<file path="src/rtl/bridge_pkg.sv">
// rtl/bridge_pkg.sv - shared state encodings, response codes and arbitration modes
package bridge_pkg;

  typedef logic [2:0] state_t;

  localparam state_t ST_IDLE     = 3'd0;
  localparam state_t ST_WR_ISSUE = 3'd1;
  localparam state_t ST_RD_ISSUE = 3'd2;
  localparam state_t ST_WR_RESP  = 3'd3;
  localparam state_t ST_RD_RESP  = 3'd4;

  localparam logic [1:0] RESP_OKAY   = 2'b00;
  localparam logic [1:0] RESP_SLVERR = 2'b10;

  localparam int ARB_WRITE_PRIO  = 0;
  localparam int ARB_READ_PRIO   = 1;
  localparam int ARB_ROUND_ROBIN = 2;

endpackage

</file>
<file path="src/rtl/axil_skid_reg.sv">
// rtl/axil_skid_reg.sv - one-entry valid/ready holding register
// Ready only while empty; the entry stays put until the consumer pulses clear.
module axil_skid_reg #(
  parameter int WIDTH = 32
) (
  input  logic             clk,
  input  logic             reset,
  input  logic             in_valid,
  output logic             in_ready,
  input  logic [WIDTH-1:0] in_data,
  output logic             out_valid,
  output logic [WIDTH-1:0] out_data,
  input  logic             clear
);

  logic full;

  assign in_ready  = !full;
  assign out_valid = full;

  always_ff @(posedge clk or posedge reset) begin
    if (reset) begin
      full     <= 1'b0;
      out_data <= '0;
    end else if (clear) begin
      full <= 1'b0;
    end else if (in_valid && !full) begin
      full     <= 1'b1;
      out_data <= in_data;
    end
  end

endmodule

</file>
<file path="src/rtl/axil_mem_bridge.sv">
// rtl/axil_mem_bridge.sv - AXI4-Lite slave to single-outstanding memory strobe bridge
// Holding registers stay full until the response handshake, so requests arriving mid-transaction wait.
module axil_mem_bridge
  import bridge_pkg::*;
#(
  parameter int ADDR_WIDTH     = 32,
  parameter int DATA_WIDTH     = 32,
  parameter int ARB_MODE       = 0,
  parameter int TIMEOUT_CYCLES = 255,
  localparam int STRB_WIDTH    = DATA_WIDTH / 8
) (
  input  logic                  clk,
  input  logic                  reset,
  input  logic                  awvalid,
  output logic                  awready,
  input  logic [ADDR_WIDTH-1:0] awaddr,
  input  logic                  wvalid,
  output logic                  wready,
  input  logic [DATA_WIDTH-1:0] wdata,
  input  logic [STRB_WIDTH-1:0] wstrb,
  output logic                  bvalid,
  input  logic                  bready,
  output logic [1:0]            bresp,
  input  logic                  arvalid,
  output logic                  arready,
  input  logic [ADDR_WIDTH-1:0] araddr,
  output logic                  rvalid,
  input  logic                  rready,
  output logic [DATA_WIDTH-1:0] rdata,
  output logic [1:0]            rresp,
  output logic                  core_read_memory,
  output logic                  core_write_memory,
  output logic [ADDR_WIDTH-1:0] core_address_memory,
  output logic [DATA_WIDTH-1:0] core_write_data_memory,
  output logic [STRB_WIDTH-1:0] core_write_strb_memory,
  input  logic [DATA_WIDTH-1:0] core_read_data_memory,
  input  logic                  core_memory_response
);

  localparam int CNT_W = $clog2(TIMEOUT_CYCLES + 1) + 1;
  localparam logic [CNT_W-1:0] CNT_LAST = CNT_W'(TIMEOUT_CYCLES - 1);
  localparam logic [ADDR_WIDTH-1:0] ALIGN_MASK = ADDR_WIDTH'(STRB_WIDTH - 1);

  state_t                         state;
  logic                           aw_full, w_full, ar_full;
  logic [ADDR_WIDTH-1:0]          aw_addr, ar_addr;
  logic [DATA_WIDTH+STRB_WIDTH-1:0] w_bus;
  logic                           wr_done, rd_done;
  logic                           wr_pend, rd_pend, grant_wr, grant_rd;
  logic                           last_wr, timed_out;
  logic [CNT_W-1:0]               cnt;

  assign wr_done = (state == ST_WR_RESP) && bvalid && bready;
  assign rd_done = (state == ST_RD_RESP) && rvalid && rready;

  axil_skid_reg #(.WIDTH(ADDR_WIDTH)) u_aw (
    .clk(clk), .reset(reset), .in_valid(awvalid), .in_ready(awready), .in_data(awaddr),
    .out_valid(aw_full), .out_data(aw_addr), .clear(wr_done)
  );

  axil_skid_reg #(.WIDTH(DATA_WIDTH + STRB_WIDTH)) u_w (
    .clk(clk), .reset(reset), .in_valid(wvalid), .in_ready(wready), .in_data({wstrb, wdata}),
    .out_valid(w_full), .out_data(w_bus), .clear(wr_done)
  );

  axil_skid_reg #(.WIDTH(ADDR_WIDTH)) u_ar (
    .clk(clk), .reset(reset), .in_valid(arvalid), .in_ready(arready), .in_data(araddr),
    .out_valid(ar_full), .out_data(ar_addr), .clear(rd_done)
  );

  assign wr_pend   = aw_full && w_full;
  assign rd_pend   = ar_full;
  assign timed_out = (TIMEOUT_CYCLES != 0) && (cnt == CNT_LAST);

  // Round-robin history only moves on a contested grant.
  always_comb begin
    grant_wr = 1'b0;
    grant_rd = 1'b0;
    if (wr_pend && rd_pend) begin
      if (ARB_MODE == ARB_READ_PRIO)             grant_rd = 1'b1;
      else if (ARB_MODE == ARB_ROUND_ROBIN)
        if (last_wr)                             grant_rd = 1'b1;
        else                                     grant_wr = 1'b1;
      else                                       grant_wr = 1'b1;
    end else begin
      grant_wr = wr_pend;
      grant_rd = rd_pend;
    end
  end

  always_ff @(posedge clk or posedge reset) begin
    if (reset) begin
      state                  <= ST_IDLE;
      last_wr                <= 1'b1;
      cnt                    <= '0;
      bvalid                 <= 1'b0;
      bresp                  <= RESP_OKAY;
      rvalid                 <= 1'b0;
      rresp                  <= RESP_OKAY;
      rdata                  <= '0;
      core_read_memory       <= 1'b0;
      core_write_memory      <= 1'b0;
      core_address_memory    <= '0;
      core_write_data_memory <= '0;
      core_write_strb_memory <= '0;
    end else begin
      case (state)
        ST_IDLE: begin
          cnt <= '0;
          if (grant_wr) begin
            if (rd_pend) last_wr <= 1'b1;
            if ((aw_addr & ALIGN_MASK) != '0) begin
              state  <= ST_WR_RESP;
              bvalid <= 1'b1;
              bresp  <= RESP_SLVERR;
            end else begin
              state                  <= ST_WR_ISSUE;
              core_write_memory      <= 1'b1;
              core_address_memory    <= aw_addr;
              core_write_data_memory <= w_bus[DATA_WIDTH-1:0];
              core_write_strb_memory <= w_bus[DATA_WIDTH+STRB_WIDTH-1:DATA_WIDTH];
            end
          end else if (grant_rd) begin
            if (wr_pend) last_wr <= 1'b0;
            if ((ar_addr & ALIGN_MASK) != '0) begin
              state  <= ST_RD_RESP;
              rvalid <= 1'b1;
              rresp  <= RESP_SLVERR;
              rdata  <= '0;
            end else begin
              state               <= ST_RD_ISSUE;
              core_read_memory    <= 1'b1;
              core_address_memory <= ar_addr;
            end
          end
        end
        ST_WR_ISSUE, ST_RD_ISSUE: begin
          if (core_memory_response || timed_out) begin
            core_write_memory <= 1'b0;
            core_read_memory  <= 1'b0;
            if (state == ST_RD_ISSUE) begin
              state  <= ST_RD_RESP;
              rvalid <= 1'b1;
              rresp  <= core_memory_response ? RESP_OKAY : RESP_SLVERR;
              rdata  <= core_memory_response ? core_read_data_memory : '0;
            end else begin
              state  <= ST_WR_RESP;
              bvalid <= 1'b1;
              bresp  <= core_memory_response ? RESP_OKAY : RESP_SLVERR;
            end
          end else begin
            cnt <= cnt + 1'b1;
          end
        end
        ST_WR_RESP: begin
          if (bready) begin
            bvalid <= 1'b0;
            state  <= ST_IDLE;
          end
        end
        ST_RD_RESP: begin
          if (rready) begin
            rvalid <= 1'b0;
            state  <= ST_IDLE;
          end
        end
        default: state <= ST_IDLE;
      endcase
    end
  end

endmodule

</file>
<file path="config.mk">
export PLATFORM = sky130hd
export DESIGN_NAME = axil_mem_bridge
export DESIGN_NICKNAME = d
export VERILOG_FILES = /design/src/rtl/bridge_pkg.sv /design/src/rtl/axil_skid_reg.sv /design/src/rtl/axil_mem_bridge.sv
export SDC_FILE = /design/constraint.sdc
export NUM_CORES = 1
export LEC_CHECK = 0
export ABC_AREA = 0
export CAP_MARGIN = 25
export CORE_ASPECT_RATIO = 1.25
export CORE_MARGIN = 1.5
export CORE_UTILIZATION = 44
export CTS_CLUSTER_DIAMETER = 30
export CTS_CLUSTER_SIZE = 28
export DETAILED_ROUTE_END_ITERATION = 8
export GPL_ROUTABILITY_DRIVEN = 0
export HOLD_SLACK_MARGIN = 0.08
export PLACE_DENSITY = 0.77
export SETUP_SLACK_MARGIN = 0.3
export SYNTH_ARGS = -nofsm -noshare
export SYNTH_HDL_FRONTEND = slang
export SYNTH_SLANG_ARGS = --single-unit
</file>
<file path="constraint.sdc">
create_clock -name clk -period 7.9 [get_ports clk]
set_clock_uncertainty 0.05 [all_clocks]
set_input_delay 1.975 -clock clk [delete_from_list [all_inputs] [get_ports clk]]
set_output_delay 1.975 -clock clk [all_outputs]
set_load 0.005 [all_outputs]
</file>
==> impl_metrics.yaml <==
timing:
  finalSetupViolCount: 0
  hold_violations: 0
  worst_pin_slew_ns: 0.975
  final_min_period_over_clock_period_pct: 48.2
  fin_crit_ns: 3.81
  maxSlewViolCount: 0
  tns_ns: 0
  rsz0062_at_grt: "no"
  maxSlewHeadroom_pct: 35.0
  clock.fmax_ghz: 0.263
layout:
  drive_gt1_share_pct: 19.4
  syn2layout_area_growth_pct: 45.1
  antenna_cells_inserted: 0
  layout.nets: 1123
  final_cell_area_um2: 13200
power_and_ir_drop:
  total_leakage_power_uw: 0.00589
  power.density_cell_area_nw_per_um2: 412
  power.ir.vdd_worst_mv: 0.281
logic_synthesis:
  postSynthCellCount: 723
  postSynthAreaPerCell_um2: 12.6
  synth_enable_flop_cells: 0
  share_of_the_yosys_chip_area_belonging_to_registers_pct: 60.9
  synth_seq_cells: 221
  synth.cell_area_um2: 9080
  synth_cell_types: 47
  most_common_flop_cell_mapped_by_yosys: "dfrtp_1"
  postSynth.asyncResetShare_pct: 100
  synth_warnings: 0
setup_path:
  cp_slowest_stage_delay_ns: 0.95
  endpoint_kind: "register"
  timing.reg2reg.worst_path_depth: 7
  worst-path-buf-inv: 2
  path_delay_family: "simple AND/OR/NAND/NOR gates"
  critPathMaxFanout: 18
  worst_r2r_startpoint: "u_w.out_valid$_DFFE_PP0P_"
  rrSetupSlack_ns: 5.11
  crit_path_cell_trace: "clkdlybuf4s50_1, a21oi_4, a21oi_2, or4b_2, buf_16, mux2i_1"
  crit_start: "core_memory_response"
  timing.critical_path.from_type: "input port"
  crit_type: "in -> reg"
  crit_path_top_delay_cell: "or4b_2"
  timing.critical_path.required_ns: 8.22
  worstReg2RegEnd: "rdata[8]$_DFFE_PP0P_"
  arrival_time_at_the_worst_endpoint_ns: 4.12
detailed_routing:
  post-route-drc-count: 0
  drt.antenna.violating_nets: 0
  via_per_inst: 4.98
  postRouteWirelength_um: 21800
  drt_first_iter_violations: 343
  drt-wirelength-per-cell_um: 17.1
  dr.pass1.iters: 4
  vias: 6362
floorplanning:
  placement_rows: 58
  die-width_um: 132
  pin_count: 251
  floorplan.initialDensity_pct: 45.0
  fp.dieArea_um2: 21500
  die_ht_um: 164
  core_um2: 20200
run_status:
  result_of_the_run: "finished clean"
global_route:
  first_global_vias: 6794
  globalRoute.totalOverflow: 0
  grt_antenna_before_repair: 2
  grt_first_pass_wirelength_um: 35500
  grt_max_degree: 173
  globalRouteTotalUtil_pct: 20.7
clocking:
  cts-root-to-sink-buffers: 3
  cts_root_buf: "clkbuf_16"
  ctsHoldBuffers: 0
  numCtsBuffers: 39
  cts_tree: "done"
  tritoncts_num_sinks: 221
  worstSkewPairLatency_ns: 0.49
  htreeDepth: 2
  post_cts.repair.setup_buffers: 0
  cts_repair_resize_count: 0
  path_clk_slew_ns: 0.05
placement:
  dp_hpwl_um: 14400
  dpl_cell_area_um2: 11800
  count_of_buffers_inserted_at_the_top_level_ports: 248
worst_hold_path:
  worstHoldPathType: "reg -> reg"
  hp-start: "u_w.out_data[4]$_DFFE_PP0P_"
  hold_depth: 1
  hold_endpoint: "core_write_data_memory[4]$_DFFE_PP0P_"
job:
  maxCapViolations: 0
-- Yosys cell counts, drive strengths merged, types with 2 or more instances --
master	n	area (um2)
dfrtp	221	5530
mux2	138	1560
nand2	101	379
nor2	49	184
inv	40	150
mux2i	34	340
a31oi	30	188
buf	25	196
clkbuf	15	56.3
nand3	9	50.1
o31ai	8	60.1
a21oi	7	53.8
nand4	4	25.0
nor3	4	25.0
o211ai	4	30.0
and2	3	18.8
or3	3	18.8
and3	2	12.5
dlygate4sd1	2	17.5
ha	2	25.0
nand2b	2	12.5
nor2b	2	12.5
o21ai	2	10.0
xnor2	2	17.5
xor2	2	17.5
-- cell usage in the layout (no fill, tap or decap), types with 5 or more instances in the layout --
cell type	instances
inv_1	39
dfrtp_1	221
clkbuf_1	5
nand3_1	6
nand2_1	101
a31oi_1	30
o31ai_1	8
clkbuf_16	41
mux2_1	25
clkbuf_8	8
nor2_1	49
clkdlybuf4s50_1	248
mux2i_1	34
mux2_2	112
-- area by class of cell --
type                       instances  area, um2
inverter                          40        154
timing repair buffer             258       2660
clock buffer                      54       1150
clock inverter                    14        193
sequential                       221       5530
tap                              270        338
fill                            1585       7000
multi-input combinational        421       3150
-- routing by layer --
metal | global-route usage (%) | part of all wire (%)
met5 | 0 | 0.11
met4 | 8.18 | 3.0
met3 | 6.21 | 6.5
met2 | 36.7 | 52
met1 | 23.6 | 39
-- power by group --
part           total, uW  switching (uW)  internal (uW)
Sequential          1940             287           1660
Combinational       1810             760           1050
Clock               1680             536           1150
Total               5440            1580           3850
-- stage by stage --
step | utilization (%) | hold WS (ns) | total power [uW] | instances | worst slack, ns
3_5_place_dp | 58.6 | 0.425 | 3780 | 1210 | 3.58
5_1_grt | 65.3 | 0.449 | 5770 | 1278 | 4.02
2_1_floorplan | - | 0.399 | 2930 | 724 | 2.99
4_1_cts | 65.3 | 0.436 | 5510 | 1278 | 4.10
6_report | 65.3 | 0.432 | 5440 | 1278 | 4.09
3_3_place_gp | 58.0 | 0.412 | 3670 | 1205 | 3.43
-- state kept, by name, indices dropped and copies added, names as in the netlist --
name / count
u_aw.out_valid: 1
cnt: 9
core_write_data_memory: 32
core_address_memory: 32
rvalid: 1
state: 3
u_w.out_data: 36
core_write_strb_memory: 4
bresp: 1
rdata: 32
u_ar.out_valid: 1
u_w.out_valid: 1
u_ar.out_data: 32
bvalid: 1
u_aw.out_data: 32
rresp: 1
core_write_memory: 1
core_read_memory: 1
-- logic make-up (layout without fill, tap and decap cells) --
group | Yosys count | in the layout | share of synthesized area [%]
other | 1 | 2 | 0.0413
buffers and inverters | 82 | 366 | 4.63
adder cells (fa/ha/maj) | 2 | 2 | 0.275
AND/OR/NAND/NOR | 185 | 185 | 8.71
AO/OA/AOI/OAI | 56 | 56 | 4.19
flip-flops | 221 | 221 | 60.9
multiplexers | 172 | 172 | 20.9
XOR/XNOR | 4 | 4 | 0.386
-- how the worst max path moves through the flow --
stage | depth (start not counted) | end
after floorplan | 1 | bresp[1]$_DFFE_PP0P_
after global placement | 5 | rresp[1]$_DFFE_PP0P_
after detailed placement | 6 | rdata[8]$_DFFE_PP0P_
after CTS | 6 | rdata[8]$_DFFE_PP0P_
after global routing | 6 | rdata[8]$_DFFE_PP0P_
final | 6 | rdata[8]$_DFFE_PP0P_
(Power assumes the default switching activity.)
